--- src/rtl/lane_permute_ctrl_if.sv ---
// Memory-side bundle of the lane permutation sequencer: read port with one-cycle
// latency plus a write port with a ready/stall handshake.
interface lane_permute_ctrl_if #(
  parameter int unsigned DW = 64,
  parameter int unsigned AW = 6
);
  logic          rd_en;
  logic [AW-1:0] rd_addr;
  logic [DW-1:0] rd_data;
  logic          wr_en;
  logic [AW-1:0] wr_addr;
  logic [DW-1:0] wr_data;
  logic          wr_ready;

  modport master (
    output rd_en, rd_addr, wr_en, wr_addr, wr_data,
    input  rd_data, wr_ready
  );

  modport slave (
    input  rd_en, rd_addr, wr_en, wr_addr, wr_data,
    output rd_data, wr_ready
  );
endinterface

--- src/rtl/lane_permute_ctrl.sv ---
// Lane permutation sequencer: moves lane (x,y) of a DIM x DIM state to (y, CA*x+CB*y mod DIM),
// ping-ponging between two memory banks for a runtime number of rounds.
module lane_permute_ctrl #(
  parameter int unsigned DIM = 5,
  parameter int unsigned DW  = 64,
  parameter int unsigned CW  = 3,
  parameter int unsigned RW  = 5
) (
  input  logic                  clk,
  input  logic                  rst,
  input  logic                  start,
  input  logic [CW-1:0]         coef_a,
  input  logic [CW-1:0]         coef_b,
  input  logic [RW-1:0]         num_rounds,
  lane_permute_ctrl_if.master   mem,
  output logic                  busy,
  output logic                  done,
  output logic                  res_bank
);

  localparam int unsigned NL   = DIM * DIM;
  localparam int unsigned AW   = $clog2(2 * NL);
  localparam int unsigned XW   = $clog2(DIM);
  localparam int unsigned SMAX = 2 * ((1 << CW) - 1) * (DIM - 1);
  localparam int unsigned SW   = $clog2(SMAX + 1);

  typedef enum logic [2:0] {
    S_IDLE, S_LOAD, S_READ, S_CAPTURE, S_REDUCE, S_WRITE, S_NEXT, S_DONE
  } state_t;

  state_t          state, state_n;
  logic [XW-1:0]   x, y;
  logic [RW-1:0]   round, last_round;
  logic            bank;
  logic [SW-1:0]   sum;
  logic [CW-1:0]   ca, cb;
  logic [DW-1:0]   wr_data_q;
  logic            last_lane;
  logic            is_last_round;
  logic [AW-1:0]   rd_addr_calc;
  logic [AW-1:0]   wr_addr_calc;

  assign last_lane     = (x == XW'(DIM - 1)) && (y == XW'(DIM - 1));
  assign is_last_round = (round == last_round);
  assign rd_addr_calc  = (bank ? AW'(NL) : AW'(0)) + AW'(y) * AW'(DIM) + AW'(x);
  // Destination lane is (y, sum): row index comes from the reduced sum.
  assign wr_addr_calc  = (bank ? AW'(0) : AW'(NL)) + AW'(sum) * AW'(DIM) + AW'(y);
  assign mem.wr_data   = wr_data_q;

  // State register
  always_ff @(posedge clk or negedge rst) begin
    if (!rst) state <= S_IDLE;
    else      state <= state_n;
  end

  // Next-state and Moore output decode
  always_comb begin
    state_n     = state;
    mem.rd_en   = 1'b0;
    mem.rd_addr = '0;
    mem.wr_en   = 1'b0;
    mem.wr_addr = '0;
    busy        = 1'b1;
    done        = 1'b0;
    unique case (state)
      S_IDLE: begin
        busy = 1'b0;
        if (start) state_n = S_LOAD;
      end
      S_LOAD:    state_n = S_READ;
      S_READ: begin
        mem.rd_en   = 1'b1;
        mem.rd_addr = rd_addr_calc;
        state_n     = S_CAPTURE;
      end
      S_CAPTURE: state_n = S_REDUCE;
      S_REDUCE:  if (sum < SW'(DIM)) state_n = S_WRITE;
      S_WRITE: begin
        mem.wr_en   = 1'b1;
        mem.wr_addr = wr_addr_calc;
        if (mem.wr_ready) state_n = S_NEXT;
      end
      S_NEXT:    state_n = (last_lane && is_last_round) ? S_DONE : S_READ;
      S_DONE: begin
        busy    = 1'b0;
        done    = 1'b1;
        state_n = S_IDLE;
      end
      default: begin
        busy    = 1'b0;
        state_n = S_IDLE;
      end
    endcase
  end

  // Datapath: coefficients, lane indices, round/bank tracking and the modular sum
  always_ff @(posedge clk or negedge rst) begin
    if (!rst) begin
      x          <= '0;
      y          <= '0;
      round      <= '0;
      last_round <= '0;
      bank       <= 1'b0;
      sum        <= '0;
      ca         <= '0;
      cb         <= '0;
      wr_data_q  <= '0;
      res_bank   <= 1'b0;
    end else begin
      unique case (state)
        S_LOAD: begin
          ca         <= coef_a;
          cb         <= coef_b;
          last_round <= (num_rounds == '0) ? '0 : num_rounds - RW'(1);
          x          <= '0;
          y          <= '0;
          round      <= '0;
          bank       <= 1'b0;
          res_bank   <= 1'b0;
        end
        S_CAPTURE: begin
          wr_data_q <= mem.rd_data;
          sum       <= SW'(ca) * SW'(x) + SW'(cb) * SW'(y);
        end
        S_REDUCE: begin
          if (sum >= SW'(DIM)) sum <= sum - SW'(DIM);
        end
        S_NEXT: begin
          if (!last_lane) begin
            if (x == XW'(DIM - 1)) begin
              x <= '0;
              y <= y + XW'(1);
            end else begin
              x <= x + XW'(1);
            end
          end else if (!is_last_round) begin
            round <= round + RW'(1);
            bank  <= ~bank;
            x     <= '0;
            y     <= '0;
          end else begin
            bank     <= ~bank;
            res_bank <= ~bank;
          end
        end
        default: ;
      endcase
    end
  end

endmodule

--- src/flat_wrapper.sv ---
// flat-port wrapper written by rule: the top's interface ports become plain ports
module lane_permute_ctrl_flat 
#(
  parameter int unsigned DIM = 5,
  parameter int unsigned DW  = 64,
  parameter int unsigned CW  = 3,
  parameter int unsigned RW  = 5
)
  (clk, rst, start, coef_a, coef_b, num_rounds, busy, done, res_bank, mem_rd_en, mem_rd_addr, mem_wr_en, mem_wr_addr, mem_wr_data, mem_rd_data, mem_wr_ready);
  lane_permute_ctrl_if #(.DW(DW), .AW(($clog2(2 * (DIM * DIM))))) mem_i ();
  input  logic clk;
  input  logic rst;
  input  logic start;
  input  logic [CW-1:0] coef_a;
  input  logic [CW-1:0] coef_b;
  input  logic [RW-1:0] num_rounds;
  output logic busy;
  output logic done;
  output logic res_bank;
  output wire logic [$bits(mem_i.rd_en)-1:0] mem_rd_en;
  output wire logic [$bits(mem_i.rd_addr)-1:0] mem_rd_addr;
  output wire logic [$bits(mem_i.wr_en)-1:0] mem_wr_en;
  output wire logic [$bits(mem_i.wr_addr)-1:0] mem_wr_addr;
  output wire logic [$bits(mem_i.wr_data)-1:0] mem_wr_data;
  input wire logic [$bits(mem_i.rd_data)-1:0] mem_rd_data;
  input wire logic [$bits(mem_i.wr_ready)-1:0] mem_wr_ready;
  assign mem_rd_en = mem_i.rd_en;
  assign mem_rd_addr = mem_i.rd_addr;
  assign mem_wr_en = mem_i.wr_en;
  assign mem_wr_addr = mem_i.wr_addr;
  assign mem_wr_data = mem_i.wr_data;
  assign mem_i.rd_data = mem_rd_data;
  assign mem_i.wr_ready = mem_wr_ready;
  lane_permute_ctrl #(.DIM(DIM), .DW(DW), .CW(CW), .RW(RW)) u_core (.clk(clk), .rst(rst), .start(start), .coef_a(coef_a), .coef_b(coef_b), .num_rounds(num_rounds), .mem(mem_i), .busy(busy), .done(done), .res_bank(res_bank));
endmodule
--- config.mk ---
export PLATFORM = sky130hd
export DESIGN_NAME = lane_permute_ctrl_flat
export DESIGN_NICKNAME = d
export VERILOG_FILES = /design/src/rtl/lane_permute_ctrl_if.sv /design/src/rtl/lane_permute_ctrl.sv /design/src/flat_wrapper.sv
export SDC_FILE = /design/constraint.sdc
export NUM_CORES = 1
export LEC_CHECK = 0
export BUFFER_PORTS_ARGS = -buffer_cell sky130_fd_sc_hd__buf_2
export CAP_MARGIN = 20
export CELL_PAD_IN_SITES_DETAIL_PLACEMENT = 0
export CELL_PAD_IN_SITES_GLOBAL_PLACEMENT = 2
export CORE_MARGIN = 3
export CORE_UTILIZATION = 30
export DETAILED_ROUTE_END_ITERATION = 10
export PLACE_DENSITY_LB_ADDON = 0.1
export SLEW_MARGIN = 20
export SYNTH_ARGS = -nofsm -noshare
export SYNTH_HDL_FRONTEND = slang
export SYNTH_SLANG_ARGS = --single-unit
export TNS_END_PERCENT = 30
--- constraint.sdc ---
create_clock -name clk -period 4.55 [get_ports clk]
set_input_delay 0.6825 -clock clk [delete_from_list [all_inputs] [get_ports clk]]
set_output_delay 0.6825 -clock clk [all_outputs]
set_load 0.02 [all_outputs]
==> impl_metrics.env, run 1 <==
export IMPL_status="finished, final reports clean"
export IMPL_crit_required_ns=3.87
export IMPL_grtUsageTotal_pct=15.4
export IMPL_dieHeight_um=140
export IMPL_ys_ff_latch=97
export IMPL_use_met3_pct=4.23
export IMPL_gp_congestion=0.832
export IMPL_syn_to_final_growth_pct=25.2
export IMPL_power_density_nw_per_um2=681
export IMPL_num_vias=4533
export IMPL_synth_distinct_cells=50
export IMPL_io_pins=160
export IMPL_use_met2_pct=25.9
export IMPL_syn_mean_instance_area_um2=8.87
export IMPL_yosysWarningCount=0
export IMPL_synth_top_cells_by_area="dfrtp_1, nand2_1, ha_1"
export IMPL_period_share_pct=76.9
export IMPL_slew_violations=0
export IMPL_slowest_delay_ns=0.60
export IMPL_first_pass_iters=4
export IMPL_total_power_mw=4.58
export IMPL_wl_per_cell_um=14.9
export IMPL_crit_arrival_ns=2.82
export IMPL_synth_top_cell_by_area="dfrtp_1"
export IMPL_max_vdd_ir_drop_v=0.000429
export IMPL_start_util_pct=30.8
export IMPL_drtIter0Drc=244
export IMPL_rsz0062_at_grt="no"
export IMPL_clkTransAtPathRegs_ns=0.07
export IMPL_core_area_um2=17400
export IMPL_grt_first_pass_wirelength_um=24500
export IMPL_slowest_stage="dfrtp_1"
export IMPL_drcViolationCount=0
export IMPL_dieArea_um2=19600
export IMPL_antenna_found_initial=0
export IMPL_grt_pass1_vias=4664
export IMPL_p_leak_nw=3.73
export IMPL_cp_end_kind="output port"
export IMPL_antenna_diode_count=0
export IMPL_clockBufferDepth=2
export IMPL_use_met1_pct=19.9
export IMPL_hpwlAfterDp_um=11100
export IMPL_max_freq_mhz=286
export IMPL_min_period_ns=3.50
export IMPL_syn_inst=606
export IMPL_clock_skew_ns=0.00628
export IMPL_slew_headroom_pct=33.3
export IMPL_path_cells="ha_1 -> ha_1 -> inv_1 -> fa_1 -> inv_1 -> a21o_1 -> a21oi_1 -> xor2_1 -> nor2_1 -> buf_2"
export IMPL_async_reset_ff_share_pct=100
export IMPL_yosysSeqAreaShare_pct=45.2
export IMPL_vias_per_cell=4.57
export IMPL_setup_worst_path_class="reg2out"
export IMPL_min_path_type="in2async"
export IMPL_grt_max_degree=69
export IMPL_nets=895
export IMPL_cts_tree="done"
export IMPL_root_buffer="clkbuf_16"
export IMPL_wirelength_um=14800
export IMPL_syn_nets=740
export IMPL_cts_made_buffers=9
export IMPL_drive_gt1_share_pct=24.8
export IMPL_insertion_delay_ns=0.34
export IMPL_yosys_most_used_dff="dfrtp_1"
export IMPL_io_buffers=159
export IMPL_synth_edff_count=0
export IMPL_setup_violations=0
export IMPL_critPathMaxFanout=9
export IMPL_top_usage_layer="met2"
export IMPL_rows=48
export IMPL_final_antenna_net_count=0
export IMPL_netlist_area_um2=5370
export IMPL_tightest_slew_ns=0.997
export IMPL_overflow=0
export IMPL_h_tree_depth=3
export IMPL_holdBufCountCts=0
export IMPL_startpoint_type="register"
export IMPL_maxCapViolCount=0
export IMPL_die_w_um=140
export IMPL_cts_setup_buffers=0
export IMPL_cts_resized=0
export IMPL_synthDominantCellAreaShare_pct=45.2
export IMPL_reg2regPathDepth=10
export IMPL_fin_tns_setup_ns=0
export IMPL_hold_violations=0
export IMPL_cts_sinks=97
[cell families (layout without fill, tap and decap cells)]
group	Yosys count	after routing	synth area share, %
buffers and inverters	62	222	4.56
muxes	6	6	1.16
AOI/OAI and AO/OA	54	54	6.17
DFF	97	97	45.2
and+or+nand+nor	312	312	24.6
adders and majority gates	55	55	15.0
xor gates and xnor gates	20	20	3.26
[layout make-up]
cell class | instances | area [um^2]
clock buffer | 11 | 233
clock inverter | 5 | 87.6
fill | 1832 | 10700
inverter | 44 | 165
multi-input combinational | 447 | 2710
sequential | 97 | 2430
tap | 225 | 282
timing repair buffer | 162 | 821
[state kept, by name, indices dropped and copies added (netlist names)]
name                cells
u_core.x                3
u_core.round            5
u_core.ca               3
u_core.last_round       5
u_core.bank             1
u_core.y                3
u_core.res_bank         1
u_core.state            3
u_core.sum              6
u_core.cb               3
u_core.mem.wr_data     64
[synth_stat cells, types with 2 or more instances]
cell type  count
a21o_1         5
a21oi_1       12
and2_1        17
and2_2         2
and3_1         3
buf_1          9
buf_2          4
clkbuf_1       4
dfrtp_1       97
fa_1          16
ha_1          39
inv_1         43
mux2i_1        4
nand2_1      239
nand3_1       10
nand4_1        2
nor2_1        20
nor2b_1        3
nor3_1         4
nor4b_1        2
o211ai_1       2
o21ai_0       21
o221ai_1       2
o31ai_1        2
xnor2_1       11
xor2_1         9
[final timing paths]
check                                       startpoint                endpoint  slack (ns)
worst max-delay path                       u_core.y[2]          mem_rd_addr[5]        1.05
worst min-delay path                               rst         u_core.state[2]        0.44
worst max register to register             u_core.y[2]           u_core.sum[3]        1.06
worst min register to register  u_core.mem.wr_data[41]  u_core.mem.wr_data[41]        0.47
max in group asynchronous                          rst  u_core.mem.wr_data[51]        3.10
min in group clk                u_core.mem.wr_data[41]  u_core.mem.wr_data[41]        0.47
[power breakdown]
group | switching [mW] | internal (mW) | leakage (nW)
combinational | 1.47 | 0.771 | 2.36
sequential | 0.259 | 1.24 | 1.22
clock | 0.350 | 0.489 | 0.152
total | 2.08 | 2.50 | 3.73
[cell usage in the layout (no fill, tap or decap), types with 3 or more instances in the layout]
| cell type | synthesis | final |
|---|---|---|
| a21o_1 | 5 | 5 |
| a21oi_1 | 12 | 12 |
| and2_1 | 17 | 17 |
| and3_1 | 3 | 3 |
| buf_2 | 4 | 158 |
| buf_4 | 0 | 4 |
| clkbuf_16 | 0 | 9 |
| dfrtp_1 | 97 | 97 |
| fa_1 | 16 | 16 |
| ha_1 | 39 | 39 |
| inv_1 | 43 | 43 |
| mux2i_1 | 4 | 4 |
| nand2_1 | 239 | 238 |
| nand3_1 | 10 | 10 |
| nor2_1 | 20 | 20 |
| nor3_1 | 4 | 4 |
| o21ai_0 | 21 | 21 |
| xnor2_1 | 11 | 11 |
| xor2_1 | 9 | 9 |
[worst max-delay path, delay by kind of cell, from the launching register on]
| kind | cells | cell delay (ns) |
|---|---|---|
| buffers and inverters | 3 | 0.36 |
| adder cells (fa/ha/maj) | 3 | 1.06 |
| flip-flops | 1 | 0.60 |
| AO/OA/AOI/OAI | 2 | 0.19 |
| XOR/XNOR | 1 | 0.14 |
| AND/OR/NAND/NOR | 1 | 0.13 |
[through the flow]
stage | area (um^2) | utilization (%) | hold WS (ns) | setup WS (ns) | instances
finish | 6730 | 38.6 | 0.436 | 1.05 | 991
global route | 6730 | 38.6 | 0.491 | 0.887 | 991
floorplan | 5370 | - | 0.387 | 1.27 | 606
detailed placement | 6400 | 36.8 | 0.457 | 1.08 | 975
CTS | 6730 | 38.6 | 0.476 | 1.05 | 991
global placement | 6400 | 36.8 | 0.453 | 1.13 | 975
[routing by layer]
metal  vias up  routed length (um)  part of all wire, %
met5         -                   0                    0
met1      2179                6500                   44
li1       2228                   -                    -
met2       113                7220                   49
met4         0                 197                  1.3
met3        13                 871                  5.9
Power figures use the tool's default switching activity.
==> inputs of run 2 (changes only) <==
Settings changed: CORE_UTILIZATION 30 to 27.
Clock period 4.55 ns to 3.1 ns, I/O delays scaled along.
==> impl_metrics.env, run 2 (synthesis results as in run 1) <==
export IMPL_slew_violations=0
export IMPL_cp_startpoint="u_core.x[0]"
export IMPL_wl_per_cell_um=14.4
export IMPL_vias_per_cell=4.33
export IMPL_use_met1_pct=17.5
export IMPL_setup_slack_ns=-0.0280
export IMPL_wirelength_um=15000
export IMPL_postPlaceCellArea_um2=6570
export IMPL_rows=50
export IMPL_dieArea_um2=21600
export IMPL_setup_worst_path_class="reg2reg"
export IMPL_p_leak_nw=3.82
export IMPL_most_common_layout_cells="nand2_1, buf_2, dfrtp_1"
export IMPL_cts_tree="done"
export IMPL_antenna_diode_count=0
export IMPL_crit_arrival_ns=3.35
export IMPL_dieHeight_um=147
export IMPL_clock_skew_ns=0.00767
export IMPL_grtUsageTotal_pct=14.2
export IMPL_io_buffers=159
export IMPL_seqPwrFrac_pct=31.4
export IMPL_insertion_delay_ns=0.35
export IMPL_slowest_stage="fa_1"
export IMPL_fin_tns_setup_ns=-0.0300
export IMPL_cts_sinks=97
export IMPL_r2r_start="u_core.x[0]"
export IMPL_final_cells=1043
export IMPL_hpwlAfterDp_um=11300
export IMPL_core_area_um2=19100
export IMPL_switchingPower_mw=3.07
export IMPL_grt_first_pass_wirelength_um=24500
export IMPL_largest_reg_flops=64
export IMPL_max_vdd_ir_drop_v=0.000415
export IMPL_power_density_nw_per_um2=978
export IMPL_first_pass_iters=4
export IMPL_fin_util_pct=36.6
export IMPL_cts_made_buffers=9
export IMPL_grt_max_degree=76
export IMPL_path_cells="and2_4 -> fa_1 -> inv_1 -> fa_1 -> inv_1 -> fa_1 -> ha_2 -> inv_2 -> fa_2 -> o22a_1 -> o21ai_1"
export IMPL_rsz0062_at_grt="yes"
export IMPL_final_antenna_net_count=0
export IMPL_syn_to_final_growth_pct=30.5
export IMPL_max_freq_mhz=320
export IMPL_io_pins=160
export IMPL_setup_violations=2
export IMPL_swShare_pct=44.7
export IMPL_grt_pass1_vias=4678
export IMPL_min_period_ns=3.13
export IMPL_reg2regPathDepth=11
export IMPL_n_fill_cell=2049
export IMPL_final_common_cell="nand2_1"
export IMPL_root_buffer="clkbuf_16"
export IMPL_cp_end_kind="register"
export IMPL_drtIter0Drc=166
export IMPL_place_inst=1023
export IMPL_status="finished with violations"
export IMPL_final_area_um2=7010
export IMPL_use_met2_pct=24.2
export IMPL_gp_congestion=0.781
export IMPL_crit_required_ns=3.32
export IMPL_num_vias=4514
export IMPL_die_w_um=147
export IMPL_overflow=0
export IMPL_comb_power_share_pct=51.2
export IMPL_drive_gt1_share_pct=29.4
export IMPL_nets=914
export IMPL_antenna_found_initial=0
export IMPL_cp_common_cell="fa_1"
export IMPL_clockBufferDepth=2
export IMPL_clkTransAtPathRegs_ns=0.07
export IMPL_top_usage_layer="met2"
export IMPL_drcViolationCount=0
export IMPL_period_share_pct=101
export IMPL_tightest_slew_ns=0.751
export IMPL_critPathMaxFanout=2
export IMPL_slowest_delay_ns=0.52
export IMPL_hold_violations=0
export IMPL_clkPwrFrac_pct=17.5
export IMPL_startpoint_type="register"
export IMPL_violations="negative setup slack"
export IMPL_min_path_type="in2async"
export IMPL_internal_power_mw=3.79
export IMPL_holdBufCountCts=0
export IMPL_start_util_pct=28.1
export IMPL_maxCapViolCount=0
export IMPL_slew_headroom_pct=49.9
export IMPL_use_met3_pct=3.76
export IMPL_h_tree_depth=3
run 2: power by group through the flow:
stage                     sequential [mW]  clock (mW)  combinational [mW]
after floorplan                      2.67           0                1.78
after global placement               2.17           0                3.47
after detailed placement             2.19           0                3.48
after CTS                            2.16        1.25                3.59
after global routing                 2.23        1.29                3.99
final                                2.15        1.20                3.51
run 2: through the flow:
stage | power [mW] | hold slack, ns | worst slack, ns
2_1_floorplan | 4.45 | 0.169 | -0.0130
3_3_place_gp | 5.65 | 0.454 | -0.0456
3_5_place_dp | 5.67 | 0.456 | -0.147
4_1_cts | 7.00 | 0.285 | -0.0508
5_1_grt | 7.51 | 0.224 | -0.145
6_report | 6.86 | 0.151 | -0.0280
run 2: cell type report:
cell class,instances,area (um^2),area share (%)
clock buffer,9,225,3.21
tap,260,325,4.64
sequential,97,2430,34.7
clock inverter,5,81.3,1.16
timing repair buffer,181,992,14.2
inverter,44,165,2.36
multi-input combinational,447,2790,39.8
run 2: worst paths after layout:
check / to / slack [ns]
min in group clk: u_core.mem.wr_data[3] / 0.30
worst min register to register: u_core.mem.wr_data[30] / 0.47
max in group asynchronous: u_core.mem.wr_data[56] / 2.26
worst max register to register: u_core.sum[3] / -0.03
worst max-delay path: u_core.sum[3] / -0.03
worst min-delay path: u_core.state[0] / 0.15
run 2: layer usage:
layer	up-vias	share of wire, %
li1	2265	-
met1	2125	44
met2	105	49
met3	19	5.4
met4	0	2.1
met5	-	0
run 2: what timing repair did:
item | 4_1_cts | 5_1_grt
resized for setup | 15 | 5
cloned | 0 | 0
setup endpoints to repair | 5 | 5
pin swaps | 6 | 2
buffers inserted | 4 | 2
run 2: critical path, delay by kind of cell (launching register included):
family,cells,cell delay [ns]
DFF,1,0.38
AOI/OAI and AO/OA,2,0.18
adders and majority gates,5,2.16
buffers and inverters,3,0.14
and+or+nand+nor,1,0.16
